===== src/rtl/fix_palette_arbiter.sv =====
// Round-robin arbiter with burst lock that shares one 16-entry fix palette among sprite layers.
// The looked-up colour is registered with its requester id and a colour-key transparency flag.
module fix_palette_arbiter #(
  parameter int          NUM_REQ         = 4,
  parameter int          IDX_W           = 4,
  parameter int unsigned TRANSPARENT_IDX = 0,
  localparam int         ID_W            = (NUM_REQ > 1) ? $clog2(NUM_REQ) : 1
) (
  input  logic                     Clk,
  input  logic                     Reset_n,
  input  logic                     blank,
  input  logic [NUM_REQ-1:0]       req,
  input  logic [NUM_REQ-1:0]       lock,
  input  logic [NUM_REQ*IDX_W-1:0] index_in,
  output logic [NUM_REQ-1:0]       grant,
  output logic [IDX_W-1:0]         pal_index,
  input  logic [3:0]               pal_red,
  input  logic [3:0]               pal_green,
  input  logic [3:0]               pal_blue,
  output logic                     rgb_valid,
  output logic [11:0]              rgb_out,
  output logic [ID_W-1:0]          rgb_id,
  output logic                     rgb_transparent
);

  typedef enum logic {ARB, BURST} state_t;

  state_t            state_q, state_d;
  logic [ID_W-1:0]   rr_ptr_q, rr_ptr_d;
  logic [ID_W-1:0]   locked_id_q, locked_id_d;
  logic              gnt_vld;
  logic [ID_W-1:0]   gnt_id;

  logic              rgb_valid_q;
  logic [11:0]       rgb_out_q;
  logic [ID_W-1:0]   rgb_id_q;
  logic              rgb_transparent_q;

  function automatic logic [ID_W-1:0] wrap_inc(input logic [ID_W-1:0] id);
    if (int'(id) >= NUM_REQ - 1) return '0;
    return id + ID_W'(1);
  endfunction

  always_ff @(posedge Clk or negedge Reset_n) begin
    if (!Reset_n) begin
      state_q     <= ARB;
      rr_ptr_q    <= '0;
      locked_id_q <= '0;
    end else begin
      state_q     <= state_d;
      rr_ptr_q    <= rr_ptr_d;
      locked_id_q <= locked_id_d;
    end
  end

  always_comb begin
    state_d     = state_q;
    rr_ptr_d    = rr_ptr_q;
    locked_id_d = locked_id_q;
    if (blank) begin
      state_d = ARB;
    end else if (state_q == BURST) begin
      if (!(req[locked_id_q] && lock[locked_id_q])) begin
        state_d  = ARB;
        rr_ptr_d = wrap_inc(locked_id_q);
      end
    end else if (gnt_vld) begin
      rr_ptr_d = wrap_inc(gnt_id);
      if (lock[gnt_id]) begin
        state_d     = BURST;
        locked_id_d = gnt_id;
      end
    end
  end

  // Walk offsets from the highest down so the requester closest to rr_ptr is the one left standing.
  always_comb begin
    gnt_vld = 1'b0;
    gnt_id  = '0;
    if (Reset_n && !blank) begin
      if (state_q == BURST) begin
        if (req[locked_id_q]) begin
          gnt_vld = 1'b1;
          gnt_id  = locked_id_q;
        end
      end else begin
        for (int i = NUM_REQ - 1; i >= 0; i--) begin
          if (req[(int'(rr_ptr_q) + i) % NUM_REQ]) begin
            gnt_vld = 1'b1;
            gnt_id  = ID_W'((int'(rr_ptr_q) + i) % NUM_REQ);
          end
        end
      end
    end
  end

  always_comb begin
    grant     = '0;
    pal_index = '0;
    if (gnt_vld) begin
      grant[gnt_id] = 1'b1;
      pal_index     = index_in[gnt_id*IDX_W +: IDX_W];
    end
  end

  always_ff @(posedge Clk or negedge Reset_n) begin
    if (!Reset_n) begin
      rgb_valid_q       <= 1'b0;
      rgb_out_q         <= '0;
      rgb_id_q          <= '0;
      rgb_transparent_q <= 1'b0;
    end else begin
      rgb_valid_q <= gnt_vld;
      if (gnt_vld) begin
        rgb_out_q         <= {pal_red, pal_green, pal_blue};
        rgb_id_q          <= gnt_id;
        rgb_transparent_q <= (pal_index == IDX_W'(TRANSPARENT_IDX));
      end
    end
  end

  assign rgb_valid       = rgb_valid_q;
  assign rgb_out         = rgb_out_q;
  assign rgb_id          = rgb_id_q;
  assign rgb_transparent = rgb_transparent_q;

endmodule


===== config.mk =====
export PLATFORM = sky130hd
export DESIGN_NAME = fix_palette_arbiter
export DESIGN_NICKNAME = d
export VERILOG_FILES = /design/src/rtl/fix_palette_arbiter.sv
export SDC_FILE = /design/constraint.sdc
export NUM_CORES = 1
export LEC_CHECK = 0
export BUFFER_PORTS_ARGS = -buffer_cell sky130_fd_sc_hd__buf_2
export CAP_MARGIN = 20
export CORE_AREA = 3 3 63 65
export CTS_CLUSTER_DIAMETER = 120
export DETAILED_ROUTE_END_ITERATION = 10
export DIE_AREA = 0 0 66 68
export PLACE_DENSITY = 0.72
export SYNTH_ARGS = -nofsm -noshare
export SYNTH_HDL_FRONTEND = slang
export SYNTH_SLANG_ARGS = --single-unit

===== constraint.sdc =====
create_clock -name Clk -period 5.2 [get_ports Clk]
set_input_delay 0.26 -clock Clk [delete_from_list [all_inputs] [get_ports Clk]]
set_output_delay 0.26 -clock Clk [all_outputs]
set_load 0.02 [all_outputs]

# Word level (Yosys, flattened, before mapping)
# Index checks and enable logic that the tools add are counted.
# W data, S select, Z words.
[op_classes] n_bitwise=5 n_mux=55 order_cmp=9 n_shift=1 reduce_logical=11 eq_ne=1 add_sub_neg=5
[ops] cell="$mux W1" count=31
[ops] cell="$mux W2" count=14
[ops] cell="$shiftx A16 B5 Y4" count=1
[ops] cell="$bmux W1 S2" count=7
[ops] cell="$lt A3 B4 Y1 const B" count=3
[ops] cell="$lt A2 B3 Y1 const B" count=3
[ops] cell="$mux W4" count=2
[ops] cell="$add A2 B1 Y2 const B" count=3
[ops] cell="$reduce_or A2 Y1" count=3
[ops] cell="$add A2 B2 Y2 const B" count=2
[ops] cell="$ge A2 B2 Y1 const B" count=2
[ops] cell="$logic_not A4 Y1" count=1
[ops] cell="$reduce_and A4 Y1" count=1
[ops] cell="$and A1 B1 Y1 const A" count=3
[ops] cell="$logic_and A1 B1 Y1" count=3
[ops] cell="$reduce_and A3 Y1" count=1
[ops] cell="$demux W1 S2" count=1
[ops] cell="$ge A2 B1 Y1 const B" count=1
[ops] cell="$ne A2 B2 Y1 const B" count=1
[ops] cell="$not A1 Y1" count=2
[ops] cell="$reduce_bool A2 Y1" count=1
[ops] cell="$logic_not A1 Y1" count=1
[word_totals] elab_cells=94 register_bits=21

# Longest topological paths before layout
# Gate-level depths: netlist (run 1).
[logic_depth] depth_word=20 ltp_mapped=10 depth_no_buf=8

# Worst setup path after synthesis (run 1)
# OpenSTA, ideal clock, no wires.
[synth_timing] path_kind="reg-to-reg" start="reg locked_id_q[0]" end="reg rgb_transparent_q (netlist: rgb_transparent)" path_slack_ns=3.057 required_ns=5.096 arrival_ns=2.040 setup_ns=0.104 stages_incl_launch_ff=10 path_cell_list="dfrtp_1 buf_6 mux2i_1 nand2_1 and3_1 a32oi_1 buf_6 mux2i_1 o22ai_1 o41ai_2"
[synth_between] elab_chain_cells=8 word_cells_on_any_way=11
[synth_rtl] item="start: declaration" line="30" text="logic [ID_W-1:0] locked_id_q, locked_id_d;"
[synth_rtl] item="start signal: assignment" line="52" text="locked_id_q <= locked_id_d;"
[synth_rtl] item="$bmux W1 S2" line="82" text="if (req[locked_id_q]) begin"
[synth_rtl] item="$mux W1 (implied by the code)" line="82"
[synth_rtl] item="$mux W2" line="82"
[synth_rtl] item="$mux W2" line="81" text="if (state_q == BURST) begin"
[synth_rtl] item="$mux W2" line="80" text="if (Reset_n && !blank) begin"
[synth_rtl] item="$shiftx A16 B5 Y4" line="102" text="pal_index = index_in[gnt_id*IDX_W +: IDX_W];"
[synth_rtl] item="$mux W4 *" line="100" text="if (gnt_vld) begin"
[synth_rtl] item="net pal_index[1]" line="16" text="output logic [IDX_W-1:0] pal_index,"
[synth_rtl] item="$logic_not A4 Y1 *" line="117" text="rgb_transparent_q <= (pal_index == IDX_W'(TRANSPARENT_IDX));"
[synth_rtl] item="end signal: assignment" line="117"
[synth_rtl] item="end: declaration" line="37" text="logic rgb_transparent_q;"
# The timed path passes the listed nets; every way through them passes the cells marked *. The select of a mux whose other input is x is not followed.
# A chain may end at the register's enable or synchronous reset.

# Final worst setup path (run 1)
[layout_timing] start="in Reset_n" end="out pal_index[1]"
[layout_between] elab_chain_cells=4 word_cells_on_any_way=5
[layout_rtl] item="start: declaration" line="10" text="input logic Reset_n,"
[layout_rtl] item="$logic_and A1 B1 Y1 *" line="80"
[layout_rtl] item="$mux W2" line="80"
[layout_rtl] item="$shiftx A16 B5 Y4" line="102"
[layout_rtl] item="$mux W4 *" line="100"
[layout_rtl] item="end: declaration" line="16"
# Mark *: on every way between the ends. The rest lies on a longest branch, timed or not.

==> results of run 1 <==
-- cell usage after synthesis (all sizes together) (2+ instances only) --
| master | n |
|---|---|
| and2 | 6 |
| o21ai | 3 |
| nor2 | 5 |
| dfrtp | 21 |
| nand2b | 2 |
| mux2i | 15 |
| o22ai | 4 |
| buf | 5 |
| a21o | 2 |
| ha | 5 |
| inv | 4 |
| nor3b | 2 |
| a21oi | 7 |
| mux2 | 13 |
| nand2 | 8 |
| o21bai | 2 |
-- final cells by class --
class                      count  area, µm²  share of cell area
inverter                       4       15.0             0.00869
clock inverter                 1       5.00             0.00290
tap                           46       57.6              0.0333
timing repair buffer          64        328               0.190
sequential                    21        526               0.304
multi-input combinational     88        774               0.448
clock buffer                   3       22.5              0.0130
-- how the worst max path moves through the flow --
stage                   start               to  slack [ps]  depth (start not counted)
4_1_cts               Reset_n     pal_index[1]        2040                         10
2_1_floorplan  locked_id_q[0]  rgb_transparent        3060                          9
3_5_place_dp          Reset_n   locked_id_q[0]        2550                          9
5_1_grt               Reset_n     pal_index[1]        1810                         10
3_3_place_gp          Reset_n   locked_id_q[0]        2730                          9
6_report              Reset_n     pal_index[1]        2050                         10
-- through the flow --
stage,setup WS (ps),utilization,hold WS [ps],instance area [µm²],instances
floorplan,3060,-,-35.6,1350,118
global placement,2730,0.499,233,1690,222
detailed placement,2550,0.499,238,1690,222
global route,1810,0.510,158,1730,227
finish,2050,0.510,180,1730,227
CTS,2040,0.510,165,1730,227
-- critical path: cells and delay by family --
kind                   cells  cell delay [ps]
AOI/OAI and AO/OA          3              520
and+or+nand+nor            2              600
buffers and inverters      4             1370
muxes                      1              140
-- sequential cells by signal, summed over array words and instances (netlist names) --
signal           count
locked_id_q          2
rgb_transparent      1
rgb_valid            1
rgb_out             12
rgb_id               2
state_q              1
rr_ptr_q             2
-- cell families (layout without fill, tap and decap cells) --
kind of cell / count (synthesis) / in the layout / synth area share
flip-flops: 21 / 21 / 0.389
buffers and inverters: 9 / 72 / 0.0389
AO/OA/AOI/OAI: 25 / 25 / 0.163
AND/OR/NAND/NOR: 29 / 29 / 0.125
adder cells (fa/ha/maj): 5 / 5 / 0.0463
multiplexers: 29 / 29 / 0.239
-- power by group through the flow --
stage	registers [mW]	clock network, mW	logic [mW]
finish	0.244	0.0720	0.237
global route	0.250	0.0862	0.261
CTS	0.244	0.0785	0.240
detailed placement	0.247	0	0.238
global placement	0.243	0	0.234
floorplan	0.271	0	0.137
-- layer usage --
layer | up-vias | global-route usage | part of all wire
li1 | 553 | - | -
met1 | 530 | 0.171 | 0.41
met2 | 31 | 0.269 | 0.54
met3 | 4 | 0.0164 | 0.048
met4 | 0 | 0.0533 | 0.0080
met5 | - | 0 | 0
-- repair_timing --
| action | in CTS | in global routing |
|---|---|---|
| endpoints found under the setup margin | 0 | 0 |
| hold buffers | 1 | 0 |
| buffers inserted | 0 | 0 |
| hold endpoints to repair | 21 | 0 |
==> results.sh, run 1 <==
export IMPL_cts_clk_slew_worst_paths_ps=100
export IMPL_root_buffer="clkbuf_4"
export IMPL_cap_violations=0
export IMPL_grt_total_usage=0.144
export IMPL_clockBufferDepth=2
export IMPL_grt_max_degree=23
export IMPL_worstPathCellList="dlygate4sd3_1, buf_2, and2b_2, nor3b_2, o31a_1, a32oi_1, buf_4, mux2i_1, o22ai_1, buf_2"
export IMPL_period_minus_slack_ps=3150
export IMPL_fin_crit_sh=0.606
export IMPL_rsz0062_at_grt="false"
export IMPL_cts_resized=0
export IMPL_hold_path_startpoint="pal_green[0]"
export IMPL_clkSinkCount=21
export IMPL_drt_pass1_iterations=4
export IMPL_synth_top_area_cell="dfrtp_1"
export IMPL_critPathMaxStageDelay_ps=520
export IMPL_syn_to_final_growth_pct=27.8
export IMPL_ys_async_sr_fraction=1.00
export IMPL_hold_viol=0
export IMPL_maxSlewViolCount=0
export IMPL_antenna_cells=0
export IMPL_mostFrequentLayoutCell="buf_2"
export IMPL_layout_drive_gt1_share=0.448
export IMPL_die_h_um=68
export IMPL_ys_seq_area_frac=0.389
export IMPL_initial_utilization=0.399
export IMPL_p_switching_mw=0.214
export IMPL_power_frac_comb=0.428
export IMPL_slew_headroom=0.614
export IMPL_reg2reg_setup_slack_ps=2730
export IMPL_syn_num_nets=162
export IMPL_top_level_ports=63
export IMPL_synth_area_um2=1350
export IMPL_min_to="rgb_out[4]"
export IMPL_vdd_drop_max_v=0.000200
export IMPL_outcome="completed"
export IMPL_cp_required_ps=4940
export IMPL_synth_edff_count=0
export IMPL_startpoint_type="primary input"
export IMPL_antenna_found_initial=0
export IMPL_pwr_share_seq=0.442
export IMPL_leakage_nw=0.918
export IMPL_drt_iter0_drc=30
export IMPL_synth_cells=118
export IMPL_rr_endpoint="locked_id_q[0]"
export IMPL_critPathMaxFanout=22
export IMPL_rr_startpoint="locked_id_q[0]"
export IMPL_syn_avg_cell_area_um2=11.5
export IMPL_die_width_um=66
export IMPL_synth_area_top_cells="dfrtp_1 39%, mux2i_1 11%, mux2_1 10%"
export IMPL_fmax_mhz=317
export IMPL_antenna_left=0
export IMPL_vias_per_cell=4.93
export IMPL_p_sw_frac=0.388
export IMPL_wl_per_cell_um=13.8
export IMPL_numCtsBuffers=3
export IMPL_routed_wl_um=3140
export IMPL_port_buffers=62
export IMPL_cp_slowest_cell="dlygate4sd3_1"
export IMPL_netlist_cell_type_count=36
export IMPL_cts_htree_levels=1
export IMPL_crit_top_cell="buf_2"
export IMPL_rows=21
export IMPL_arrival_ps=2890
export IMPL_vias=1118
export IMPL_grt_overflow=0
export IMPL_die_area_um2=4490
export IMPL_synth_ff_type="dfrtp_1"
export IMPL_r2r_cells=8
export IMPL_setup_worst_path_class="in -> out"
export IMPL_final_cell_mix="62 x buf_2, 21 x dfrtp_1, 15 x mux2i_1"
export IMPL_gp_congestion=0.849
export IMPL_core_region_area_um2=3390
export IMPL_fin_nets=226
export IMPL_nFillCells=295
export IMPL_internal_power_mw=0.338
export IMPL_setup_viol=0
export IMPL_dp_final_hpwl_um=2570
export IMPL_grt_pass1_wl_um=5140
export IMPL_clock_latency_ps=290
export IMPL_p_per_area_nw_per_um2=320
export IMPL_critPathCaptureType="primary output"
export IMPL_power_mw=0.553
export IMPL_worstMarginPinSlew_ps=578
export IMPL_synth_top_area_frac=0.389
export IMPL_pwr_share_clk=0.130
export IMPL_hold_path_cell_count=2
export IMPL_yosysWarningCount=0
export IMPL_ys_ff_latch=21
export IMPL_setup_tns_ps=0
export IMPL_min_path_type="in -> reg"
export IMPL_tritoncts="yes"
export IMPL_grt_pass1_vias=1242
export IMPL_skew_ps=0.837
export IMPL_drc_errors=0
Power figures use the tool's default switching activity.
==> run 2, diff against run 1 <==
==> constraint.sdc (replaced) <==
create_clock -name Clk -period 3.29 [get_ports Clk]
set_input_delay 0.1645 -clock Clk [delete_from_list [all_inputs] [get_ports Clk]]
set_output_delay 0.1645 -clock Clk [all_outputs]
set_load 0.02 [all_outputs]
==> run 2 against run 1 <==
Effect of this change: critical path depth unchanged; count of clock-buffer cells in the layout up 1; combinational power up 59%; total power up 58%; sequential share of layout area down 0.11 points; cell count up 0.44%; global-route usage down 0.20 points; via count up 0.72%.
==> results.sh, run 2 (synthesis results as in run 1) <==
export IMPL_vdd_drop_max_v=0.000302
export IMPL_fin_crit_sh=0.798
export IMPL_mostFrequentLayoutCell="buf_2"
export IMPL_cp_required_ps=3130
export IMPL_largest_reg_flops=12
export IMPL_period_minus_slack_ps=2620
export IMPL_p_sw_frac=0.385
export IMPL_wl_per_cell_um=14.1
export IMPL_setup_viol=0
export IMPL_grt_pass1_vias=1171
export IMPL_hold_viol=0
export IMPL_min_path_type="in -> reg"
export IMPL_gp_congestion=0.835
export IMPL_antenna_found_initial=0
export IMPL_internal_power_mw=0.538
export IMPL_p_switching_mw=0.336
export IMPL_fin_nets=227
export IMPL_grt_total_usage=0.142
export IMPL_die_area_um2=4490
export IMPL_cts_clk_slew_worst_paths_ps=100
export IMPL_drt_pass1_iterations=4
export IMPL_grt_pass1_wl_um=4980
export IMPL_routed_wl_um=3220
export IMPL_rows=21
export IMPL_initial_utilization=0.399
export IMPL_power_frac_comb=0.431
export IMPL_setup_worst_path_class="in -> out"
export IMPL_grt_overflow=0
export IMPL_syn_to_final_growth_pct=28.2
export IMPL_slew_headroom=0.574
export IMPL_vias=1126
export IMPL_outcome="completed"
export IMPL_startpoint_type="primary input"
export IMPL_clock_latency_ps=290
export IMPL_fmax_mhz=381
export IMPL_rsz0062_at_grt="false"
export IMPL_antenna_cells=0
export IMPL_die_width_um=66
export IMPL_clkSinkCount=21
export IMPL_worstMarginPinSlew_ps=638
export IMPL_port_buffers=62
export IMPL_root_buffer="clkbuf_4"
export IMPL_numCtsBuffers=3
export IMPL_pwr_share_seq=0.436
export IMPL_fin_hold_ws_ps=82.5
export IMPL_drt_iter0_drc=47
export IMPL_vias_per_cell=4.94
export IMPL_die_h_um=68
export IMPL_antenna_left=0
export IMPL_cts_htree_levels=1
export IMPL_clockBufferDepth=2
export IMPL_drc_errors=0
export IMPL_nFillCells=333
export IMPL_leakage_nw=0.920
export IMPL_p_per_area_nw_per_um2=504
export IMPL_dp_final_hpwl_um=2720
export IMPL_cap_violations=0
export IMPL_pwr_share_clk=0.133
export IMPL_layout_drive_gt1_share=0.445
export IMPL_cts_setup_buffers=0
export IMPL_skew_ps=6.18
export IMPL_tritoncts="yes"
export IMPL_final_cell_mix="62 x buf_2, 21 x dfrtp_1, 15 x mux2i_1"
export IMPL_critPathMaxFanout=11
export IMPL_setup_tns_ps=0
export IMPL_grt_max_degree=22
export IMPL_maxSlewViolCount=0
export IMPL_critPathCaptureType="primary output"
export IMPL_top_level_ports=63
export IMPL_core_region_area_um2=3390
export IMPL_arrival_ps=2460
[run 2: power groups by stage]
stage | Clock [mW] | Sequential, mW | Combinational, mW
after floorplan | 0 | 0.428 | 0.217
after global placement | 0 | 0.380 | 0.372
after detailed placement | 0 | 0.388 | 0.380
after CTS | 0.123 | 0.383 | 0.383
after global routing | 0.136 | 0.393 | 0.414
final | 0.116 | 0.381 | 0.377
[run 2: worst paths after layout]
check	depth (start not counted)	start	endpoint	slack, ps
worst max register to register	8	locked_id_q[0]	rgb_transparent	920
worst min-delay path	2	pal_red[1]	rgb_out[9]	80
min in group asynchronous	3	Reset_n	rgb_out[0]	400
worst max-delay path	10	Reset_n	pal_index[1]	670
worst min register to register	1	rgb_id[1]	rgb_id[1]	490
max in group asynchronous	3	Reset_n	rgb_transparent	2680
[run 2: cell type report]
class                      count  area, µm²  share of cell area
multi-input combinational     88        774               0.447
tap                           46       57.6              0.0332
timing repair buffer          65        335               0.193
inverter                       4       15.0             0.00866
sequential                    21        526               0.303
clock buffer                   4       26.3              0.0152
[run 2: per-layer routing]
layer / share of wire / wire length [µm] / GRT usage
met3: 0.064 / 205 / 0.0345
met5: 0 / 0 / 0
met2: 0.54 / 1730 / 0.272
met1: 0.39 / 1270 / 0.159
met4: 0.0047 / 15 / 0.0355
[run 2: through the flow]
step | cell area [µm²] | worst slack (ps) | instances | total power, mW | util
floorplan | 1350 | 1150 | 118 | 0.645 | -
global placement | 1700 | 1050 | 223 | 0.752 | 0.501
detailed placement | 1700 | 936 | 223 | 0.768 | 0.501
CTS | 1730 | 690 | 228 | 0.888 | 0.512
global route | 1730 | 508 | 228 | 0.944 | 0.512
finish | 1730 | 665 | 228 | 0.874 | 0.512
[run 2: timing repair]
item                      4_1_cts  5_1_grt
gates resized for setup         0        0
hold endpoints to repair       21        0
hold buffers                    1        0
[run 2: critical path: stages]
cell	delay, ps
dlygate4sd3_1	530
buf_2	120
and2b_2	210
nor3b_2	340
o31a_1	230
a32oi_1	70
buf_4	220
mux2i_1	130
o22ai_1	230
buf_2	210
